==> src/rtl/value_glyph_sched_pkg.sv <==
// Shared constants, state encoding and helpers for the RGB value glyph overlay.
package value_glyph_pkg;

    localparam int NUM_SLOTS  = 9;
    localparam int NUM_CH     = 3;
    localparam int GLYPH_W    = 16;
    localparam int GLYPH_ROWS = 16;
    localparam int SLOT_W     = $clog2(NUM_SLOTS);
    localparam int ROW_W      = $clog2(GLYPH_ROWS);

    // Slot layout: each channel occupies hundreds, tens, units in that order
    localparam int SLOT_RH   = 0;
    localparam int SLOT_GH   = 3;
    localparam int SLOT_BH   = 6;
    localparam int SLOT_BU   = 8;
    localparam int TENS_OFS  = 1;
    localparam int UNITS_OFS = 2;
    localparam int CH_BASE [NUM_CH] = '{SLOT_RH, SLOT_GH, SLOT_BH};

    typedef logic [GLYPH_W-1:0] glyph_row_t;

    typedef enum logic [1:0] {
        ST_IDLE,
        ST_FETCH,
        ST_WAIT,
        ST_COMMIT
    } fetch_state_t;

    // Leading-zero test: hundreds blank on 0, tens blank only when hundreds is also 0
    function automatic logic lz_blank(input logic [3:0] hund, input logic [3:0] tens,
                                      input logic is_tens);
        if (is_tens)
            return (hund == 4'd0) && (tens == 4'd0);
        return hund == 4'd0;
    endfunction

endpackage

==> src/rtl/value_glyph_sched_bcd.sv <==
// 8-bit binary to 3-digit BCD, one shift-add-3 step per busy cycle.
// Step sequencing (busy/last) comes from a counter shared by all channels.
module bin8_to_bcd_seq (
    input  logic        clk,
    input  logic        clr,
    input  logic        start,
    input  logic        busy,
    input  logic        last,
    input  logic [7:0]  din,
    output logic [11:0] bcd,
    output logic [11:0] result
);

    logic [19:0] work;
    logic [19:0] work_nxt;

    function automatic logic [19:0] add3_shift(input logic [19:0] w);
        logic [19:0] t;
        t = w;
        for (int i = 0; i < 3; i++) begin
            if (t[8 + 4*i +: 4] >= 4'd5)
                t[8 + 4*i +: 4] = t[8 + 4*i +: 4] + 4'd3;
        end
        return {t[18:0], 1'b0};
    endfunction

    assign work_nxt = add3_shift(work);
    // Value the committed register takes when the final step completes
    assign result   = work_nxt[19:8];

    // Working shift register: load on start, one double-dabble step per busy cycle
    always_ff @(posedge clk) begin
        if (start)
            work <= {12'd0, din};
        else if (busy)
            work <= work_nxt;
    end

    // Committed BCD only moves when a conversion finishes without being restarted
    always_ff @(posedge clk) begin
        if (clr)
            bcd <= '0;
        else if (busy && last && !start)
            bcd <= result;
    end

endmodule

==> src/rtl/value_glyph_sched.sv <==
// RGB value overlay glyph scheduler: sequential BCD conversion, per-line glyph
// row fetch through one shared ROM port, and a double-buffered pixel lookup.
module value_glyph_sched
    import value_glyph_pkg::*;
#(
    parameter int ROM_LAT  = 0,
    parameter int LZ_BLANK = 1
) (
    input  logic               clk,
    input  logic               clr,
    input  logic               val_load,
    input  logic [7:0]         val_r,
    input  logic [7:0]         val_g,
    input  logic [7:0]         val_b,
    output logic               conv_busy,
    input  logic               line_start,
    input  logic [ROW_W-1:0]   row_sel,
    output logic [3:0]         rom_digit,
    output logic [ROW_W-1:0]   rom_row,
    input  logic [GLYPH_W-1:0] rom_data,
    output logic               fetch_busy,
    output logic               line_done,
    input  logic [SLOT_W-1:0]  pix_slot,
    input  logic [3:0]         pix_col,
    output logic               pix_on,
    output logic               overrun
);

    logic [2:0]           conv_cnt;
    logic                 conv_last;
    logic                 conv_commit;
    logic [7:0]           val_in   [NUM_CH];
    logic [11:0]          bcd_c    [NUM_CH];
    logic [11:0]          res_c    [NUM_CH];
    logic [11:0]          snap_src [NUM_CH];

    fetch_state_t         state, state_nxt;
    logic [SLOT_W-1:0]    slot;
    logic [ROW_W-1:0]     row_q;
    logic [3:0]           snap     [NUM_SLOTS];
    logic [3:0]           snap_nxt [NUM_SLOTS];
    logic [NUM_SLOTS-1:0] blank_vec;

    logic                 vld_p0;
    logic [SLOT_W-1:0]    slot_p0;
    logic                 blank_p0;
    logic                 vld_cap;
    logic [SLOT_W-1:0]    slot_cap;
    logic                 blank_cap;

    glyph_row_t           shadow  [NUM_SLOTS];
    glyph_row_t           display [NUM_SLOTS];

    assign val_in[0] = val_r;
    assign val_in[1] = val_g;
    assign val_in[2] = val_b;

    // A reload on the final step wins: no commit, conversion starts over
    assign conv_last   = conv_busy && (conv_cnt == 3'd7);
    assign conv_commit = conv_last && !val_load;

    // Shared conversion sequencer: 8 busy cycles, restarted by any val_load
    always_ff @(posedge clk) begin
        if (clr) begin
            conv_busy <= 1'b0;
            conv_cnt  <= 3'd0;
        end else if (val_load) begin
            conv_busy <= 1'b1;
            conv_cnt  <= 3'd0;
        end else if (conv_busy) begin
            conv_cnt <= conv_cnt + 3'd1;
            if (conv_cnt == 3'd7)
                conv_busy <= 1'b0;
        end
    end

    for (genvar c = 0; c < NUM_CH; c++) begin : g_bcd
        bin8_to_bcd_seq u_bcd (
            .clk    (clk),
            .clr    (clr),
            .start  (val_load),
            .busy   (conv_busy),
            .last   (conv_last),
            .din    (val_in[c]),
            .bcd    (bcd_c[c]),
            .result (res_c[c])
        );
    end

    // Snapshot source: a commit on the same edge as line_start is seen by the fetch
    always_comb begin
        for (int c = 0; c < NUM_CH; c++) begin
            snap_src[c] = conv_commit ? res_c[c] : bcd_c[c];
            snap_nxt[CH_BASE[c]]             = snap_src[c][11:8];
            snap_nxt[CH_BASE[c] + TENS_OFS]  = snap_src[c][7:4];
            snap_nxt[CH_BASE[c] + UNITS_OFS] = snap_src[c][3:0];
        end
    end

    // Per-slot blanking decision from the snapshot; units never blank
    always_comb begin
        blank_vec = '0;
        for (int c = 0; c < NUM_CH; c++) begin
            blank_vec[CH_BASE[c]] = (LZ_BLANK != 0) &&
                lz_blank(snap[CH_BASE[c]], snap[CH_BASE[c] + TENS_OFS], 1'b0);
            blank_vec[CH_BASE[c] + TENS_OFS] = (LZ_BLANK != 0) &&
                lz_blank(snap[CH_BASE[c]], snap[CH_BASE[c] + TENS_OFS], 1'b1);
        end
    end

    // Fetch FSM state register
    always_ff @(posedge clk) begin
        if (clr)
            state <= ST_IDLE;
        else
            state <= state_nxt;
    end

    // Fetch FSM next state and status outputs
    always_comb begin
        state_nxt  = state;
        fetch_busy = 1'b1;
        line_done  = 1'b0;
        case (state)
            ST_IDLE: begin
                fetch_busy = 1'b0;
                if (line_start)
                    state_nxt = ST_FETCH;
            end
            ST_FETCH: begin
                if (slot == SLOT_W'(SLOT_BU))
                    state_nxt = (ROM_LAT != 0) ? ST_WAIT : ST_COMMIT;
            end
            ST_WAIT:   state_nxt = ST_COMMIT;
            ST_COMMIT: begin
                line_done = 1'b1;
                state_nxt = ST_IDLE;
            end
            default:   state_nxt = ST_IDLE;
        endcase
    end

    // Line setup on accepted line_start, then walk the slots; slot parks on the last one
    always_ff @(posedge clk) begin
        if (clr) begin
            slot  <= '0;
            row_q <= '0;
            for (int s = 0; s < NUM_SLOTS; s++)
                snap[s] <= 4'd0;
        end else if (state == ST_IDLE && line_start) begin
            slot  <= '0;
            row_q <= row_sel;
            snap  <= snap_nxt;
        end else if (state == ST_FETCH && slot != SLOT_W'(SLOT_BU)) begin
            slot <= slot + SLOT_W'(1);
        end
    end

    // Sticky overrun: a line_start arrived while the previous line was still in flight
    always_ff @(posedge clk) begin
        if (clr)
            overrun <= 1'b0;
        else if (line_start && state != ST_IDLE)
            overrun <= 1'b1;
    end

    assign rom_digit = snap[slot];
    assign rom_row   = row_q;

    // ---- p0: ROM address issued ----
    assign vld_p0   = (state == ST_FETCH);
    assign slot_p0  = slot;
    assign blank_p0 = blank_vec[slot];

    if (ROM_LAT == 0) begin : g_lat0
        assign vld_cap   = vld_p0;
        assign slot_cap  = slot_p0;
        assign blank_cap = blank_p0;
    end else begin : g_lat1
        logic              vld_p1;
        logic [SLOT_W-1:0] slot_p1;
        logic              blank_p1;

        // ---- p1: registered ROM data valid ----
        always_ff @(posedge clk) begin
            if (clr)
                vld_p1 <= 1'b0;
            else
                vld_p1 <= vld_p0;
        end

        // Slot tag and blank flag follow the address into the ROM's output cycle
        always_ff @(posedge clk) begin
            slot_p1  <= slot_p0;
            blank_p1 <= blank_p0;
        end

        assign vld_cap   = vld_p1;
        assign slot_cap  = slot_p1;
        assign blank_cap = blank_p1;
    end

    // Capture glyph rows into the shadow buffer; blanked slots store a zero row
    always_ff @(posedge clk) begin
        if (clr) begin
            for (int s = 0; s < NUM_SLOTS; s++)
                shadow[s] <= '0;
        end else if (vld_cap) begin
            shadow[slot_cap] <= blank_cap ? '0 : rom_data;
        end
    end

    // Display buffer swaps atomically so a visible line never mixes two fetches
    always_ff @(posedge clk) begin
        if (clr) begin
            for (int s = 0; s < NUM_SLOTS; s++)
                display[s] <= '0;
        end else if (state == ST_COMMIT) begin
            display <= shadow;
        end
    end

    // Registered pixel lookup; positions past the last slot read as off
    always_ff @(posedge clk) begin
        if (clr)
            pix_on <= 1'b0;
        else if (pix_slot < SLOT_W'(NUM_SLOTS))
            pix_on <= display[pix_slot][pix_col];
        else
            pix_on <= 1'b0;
    end

endmodule

==> config.mk <==
export PLATFORM = sky130hd
export DESIGN_NAME = value_glyph_sched
export DESIGN_NICKNAME = d
export VERILOG_FILES = /design/src/rtl/value_glyph_sched_pkg.sv /design/src/rtl/value_glyph_sched_bcd.sv /design/src/rtl/value_glyph_sched.sv
export SDC_FILE = /design/constraint.sdc
export NUM_CORES = 1
export LEC_CHECK = 0
export CAP_MARGIN = 20
export CELL_PAD_IN_SITES_DETAIL_PLACEMENT = 0
export CELL_PAD_IN_SITES_GLOBAL_PLACEMENT = 1
export CORE_AREA = 4 4 257 259
export CTS_CLUSTER_DIAMETER = 100
export DETAILED_ROUTE_END_ITERATION = 12
export DIE_AREA = 0 0 261 263
export PLACE_DENSITY_LB_ADDON = 0.15
export REMOVE_ABC_BUFFERS = 1
export SYNTH_ARGS = -nofsm -noshare
export SYNTH_HDL_FRONTEND = slang
export SYNTH_HIERARCHICAL = 1
export SYNTH_SLANG_ARGS = --single-unit
==> constraint.sdc <==
create_clock -name clk -period 2.6 [get_ports clk]
set_clock_uncertainty 0.05 [all_clocks]
set_input_delay 0.52 -clock clk [delete_from_list [all_inputs] [get_ports clk]]
set_output_delay 0.52 -clock clk [all_outputs]
set_load 0.01 [all_outputs]
== After elaboration in Yosys (flattened, before gate mapping) ==
Cells that the tools add are included.
Widths: inputs -> output; s select.
Storage, ports and cells
  flip-flop bits (word level): 436
  bits of input ports: 56
  output and inout port bits: 13
  word-level logic and storage cells: 145
Operators by class
  bitwise operators: 3
  eq/ne operators: 8
  reductions and logical operators: 25
  add/subtract/negate cells: 11
  multiplexer cells: 40
  $lt $le $gt $ge: 15
Operators by type and width (number)
  $bwmux 144: 1
  $bmux 16 s4: 1
  $demux 16 s4: 1
  $mux 16: 4
  $mux 8: 6
  $ge 4x3->1 const B: 9
  $mux 12: 3
  $mux 4: 8
  $add 4x2->4 const B: 6
  $logic_not 4->1: 6
  $bmux 4 s4: 1
  $logic_and 1x1->1: 11
  $ge 5x5->1 const B: 2
  $lt 4x5->1 const B: 2
  $not 4->5: 2
  $add 3x2->3 const B: 3
  $mux 3: 3
  $bmux 1 s4: 2
  $pmux 2 s4: 1
  $mux 1: 7
  $reduce_or 2->1: 3
  $lt 5x1->1 const B: 1
  $add 4x1->4 const B: 1
  $eq 2x2->1 const B: 2
  14 further kinds: 16

== Longest topological paths before layout ==
  depth in word-level cells: 6
  mapped depth: 11
  gate-level depth less buffers: 7

== Modules after synthesis ==
Netlist, hierarchy kept.
Modules (own cells, without submodules)
  value_glyph_sched: instances 1, area an instance 14118.5 um^2, cells an instance 1559, seq. area each 6806.5 um^2
  bin8_to_bcd_seq: instances 3, area an instance 1610.3 um^2, cells an instance 163, seq. area each 720.7 um^2

== Least setup slack after synthesis ==
Ideal clock, no wire load.
  kind: input port to flip-flop
  start point: in pix_slot[0]
  end point: reg pix_on
  buffers on the path: 2
  stages on the path: 9
  data required time: 2434 ps
  setup slack: 401 ps
  setup time: 116 ps
  arrival time: 2033 ps
  path through: buf_6 buf_12 mux4_2 a2bb2oi_1 a221oi_2 a311oi_1 a21oi_1 o22ai_1 a31o_1
Between the ends
  cells in the longest elaborated chain, start to end: 6
  elaborated cells between the ends (all ways): 9
  classes of those cells: order compare (1); mux (5); bitwise (2); reduce/logical (1)
Ends and longest elaborated chain
  start: declaration: line value_glyph_sched.sv:23  | input logic [SLOT_W-1:0] pix_slot,
  $not 4->5 (implied by the code): line value_glyph_sched.sv:228  | pix_on <= display[pix_slot][pix_col];
  $bmux 16 s4: line value_glyph_sched.sv:228
  $mux 16 (implied by the code) (2 in series): line value_glyph_sched.sv:228
  $bmux 1 s4: line value_glyph_sched.sv:228
  $mux 1 (implied by the code): line value_glyph_sched.sv:228
  end signal: assignment: line value_glyph_sched.sv:228
  end: declaration: line value_glyph_sched.sv:25  | output logic pix_on,
Several ways; a longest one is shown, not always the timed one. The select of a mux whose other input is x is not followed.
A chain may end at the register's enable or synchronous reset.

== Worst setup path in the final report ==
  start point: reg slot[0]
  end point: out rom_digit[1]
Between the ends
  cells in the longest elaborated chain, start to end: 4
Ends and longest elaborated chain
  start: declaration: line value_glyph_sched.sv:38  | logic [SLOT_W-1:0] slot;
  start signal: assignment: line value_glyph_sched.sv:155  | slot <= slot + SLOT_W'(1);
  $not 4->5 (implied by the code): line value_glyph_sched.sv:167  | assign rom_digit = snap[slot];
  $bmux 4 s4: line value_glyph_sched.sv:167
  $mux 4 (implied by the code) (2 in series): line value_glyph_sched.sv:167
  end: declaration: line value_glyph_sched.sv:18  | output logic [3:0] rom_digit,
No other way between the ends. The select of a mux whose other input is x is not followed.

==> run metrics <==
Post-synth EDFFs 24; clk buf depth 3; most frequent cell after synthesis dfxtp_1; worst hold path type input pin to flip-flop; min Tclk post-route 2.56 ns; Final Hold Slack 0.251 ns; CP arrival 1.99 ns; Final Util 35.2%; Post-Route WL 54700 microns; Starting Density between 20 and 30%; post-DR vias/cell about 4.8; Die Height 263 microns; first-pass detailed-route iteration total 5; DIE AREA 68600 sq um; GRT Util Overall 15.7%; Bufs and invs on worst path 2; maximum vdd drop 0.483 mV; first-pass GRT wire length between 80000 and 90000 microns; clock root buffer clkbuf_16; Static Leak 7.90 nW; Skew-Pair Late Insertion Delay 0.59 ns; ANT cells 0; RSZ-0062 raised after global routing yes; Max-Slew Margin vs Limit 47.4%; core area 63900 sq um; Power Density roughly 710 nW/um^2; Syn Std Cell Area approximately 19000 sq um; pin count of the biggest net entering global routing 95; Switching Power 4.12 mW; final net count 2178; CP max-delay cell mux4_2; synth unique cells 58; Final ANT Viol Nets 0; clock sinks 436; area grow syn2layout 18.5%; area leader, netlist dfxtp_1; TritonCTS clock tree done; critical path startpoint category flip-flop; Max Freq 390 MHz; Synth async-reset ratio 0%; Crit path max-delay family multiplexers; clock power share 45.6%; number of DRC markers in iteration 0 768; htree depth 2; worst-path fanout max 6; vias in the first global route 13978; Reg clk slew, reported paths ~0.060 ns; per-cell routed wire length 18.3 microns; Internal Power 11.8 mW; final hold vios 0; dpl cells around 2900; layout cells sized above 1 11.6%; via count 14385; global route overflow 0; dominant synthesized flop cell dfxtp_1; FILL cells about 6500; final cell count without fillers 2992; Post-DP HPWL approximately 36000 microns; DRC violations left 0; worst setup path class flip-flop to output port; outcome finished clean; CTS Buf Count 53; synth top area cells dfxtp_1, mux2i_1, nand2_1, a21oi_1, nor2_1; critical path cell sequence buf_12 > mux4_2 > a21oi_2 > o32ai_2 > buf_2; Req. time, crit path 2.03 ns; num rows 93; #FFs+latches synth roughly 440; Mean Syn Cell Area 9.25 sq um; Die X about 260 microns; YS warnings 6; CP peak stage delay 0.50 ns; MaxCap Viol Count 0; Worst-Margin Slew 0.790 ns; Seq/Total Area, Yosys between 40 and 50%; crit end category output port; final total power approximately 16 mW; max-slew violations 0; IO Count 69; sequential share of power a little over two fifths; share of the synthesized area in the top cell type between 40% and 50%; final estimated routing congestion in global placement between 0.7 and 0.8; final setup fails 0; initial antenna violation count 1; synth cell count leaders dfxtp_1, nand2_1, mux2i_1; Cells after Synth approximately 2000; fin crit share 98.5%; Combinational Power Share about a tenth; Sw Share 25.8%; Port Buf Inserts 68
## final timing paths
path	from	to	slack (ns)	depth (start not counted)
setup reg to reg	slot[0]$_SDFFE_PP0N_	shadow[68]$_SDFFE_PP0P_	0.36	10
hold reg to reg	shadow[118]$_SDFFE_PP0P_	shadow[118]$_SDFFE_PP0P_	0.40	2
setup / recovery	slot[0]$_SDFFE_PP0N_	rom_digit[1]	0.04	5
hold / removal	clr	g_bcd[2].u_bcd/bcd[0]$_SDFFE_PP0P_	0.25	2
## power groups by stage
stage	Combinational, mW	Clock, mW	Sequential, mW
2_1_floorplan	0.992	0	7.12
3_3_place_gp	1.65	0	7.11
3_5_place_dp	1.67	0	7.12
4_1_cts	1.72	7.51	6.98
5_1_grt	1.85	7.78	6.99
6_report	1.69	7.27	6.98
## what timing repair did
item,CTS,global route
hold buffers,0,0
pin swaps,3,0
cloned,1,0
endpoints found under the setup margin,5,2
buffers inserted,2,0
resized for setup,33,2
## sequential cells by signal, summed over array words and instances, names as in the netlist, 3 cells and up
signal and flops:
conv_cnt 3, display 144, g_bcd.u_bcd/bcd 36, g_bcd.u_bcd/work 60, rom_row 4, shadow 144
slot 4, snap 36
## worst register-to-register path, stage by stage (launching register included)
cell,delay (ns)
dfxtp_4,0.35
buf_4,0.10
bufbuf_16,0.24
o41ai_1,0.06
nand3_1,0.11
nand3_1,0.09
nand2_1,0.11
buf_12,0.18
and2_1,0.59
nand2_1,0.13
a21oi_1,0.16
## cells in the final DEF, fill, tap and decap left out, drive strengths merged, types with 3 or more instances in the layout
cell and instances:
nor3 6, a221oi 16, and2 20, nor4 4, clkdlybuf4s50 60, a32oi 4, ha 28, inv 38
mux2i 228, dfxtp 412, or2b 6, nand2 380, nor2 217, nor2b 10, clkinv 13, or2 3
buf 82, and3 8, o22ai 3, nand3 14, a2bb2oi 4, clkinvlp 4, and3b 3, clkbuf 78
mux2 22, a21oi 175, or3 8, mux4 20, o32ai 37, edfxtp 24, o21ai 76, nor3b 12
nand2b 46, a311oi 16, a211oi 38, a22o 4
## cell type report
cell class / count / area [sq um] / area share, %
Inverter: 36 / 139 / 0.618
Timing Repair Buffer: 144 / 1450 / 6.44
Clock inverter: 20 / 154 / 0.685
Sequential cell: 436 / 8980 / 40.0
Multi-Input combinational cell: 1423 / 9110 / 40.6
Clock buffer: 78 / 1570 / 6.97
Tap cell: 855 / 1070 / 4.76
## metal layers
layer | vias to the layer above | part of all wire, % | GRT usage [%]
met5 | - | 0 | 0
met4 | 0 | 1.9 | 3.72
met3 | 69 | 3.2 | 2.31
met2 | 227 | 48 | 25.8
met1 | 6889 | 47 | 21.7
li1 | 7200 | - | -
## through the flow
step	cell area, sq um	worst slack, ns	TNS (ns)
2_1_floorplan	18200	-3.31	-505.73
3_3_place_gp	20700	-0.101	-0.101
3_5_place_dp	20700	-0.130	-0.130
4_1_cts	22500	-0.0425	-0.0502
5_1_grt	22500	-0.0950	-0.178
6_report	22500	0.0386	0
## logic make-up (layout without fill, tap and decap cells)
kind of cell / count (synthesis) / after routing / synth area share, %
xor+xnor: 4 / 4 / 0.185
simple gates: 741 / 741 / 16.9
flops: 436 / 436 / 47.3
compound gates: 380 / 380 / 12.9
buf+inv: 189 / 278 / 4.91
fa+ha+maj: 28 / 28 / 1.85
mux: 270 / 270 / 16.0
Note: power is estimated with default switching activity, not from simulation.
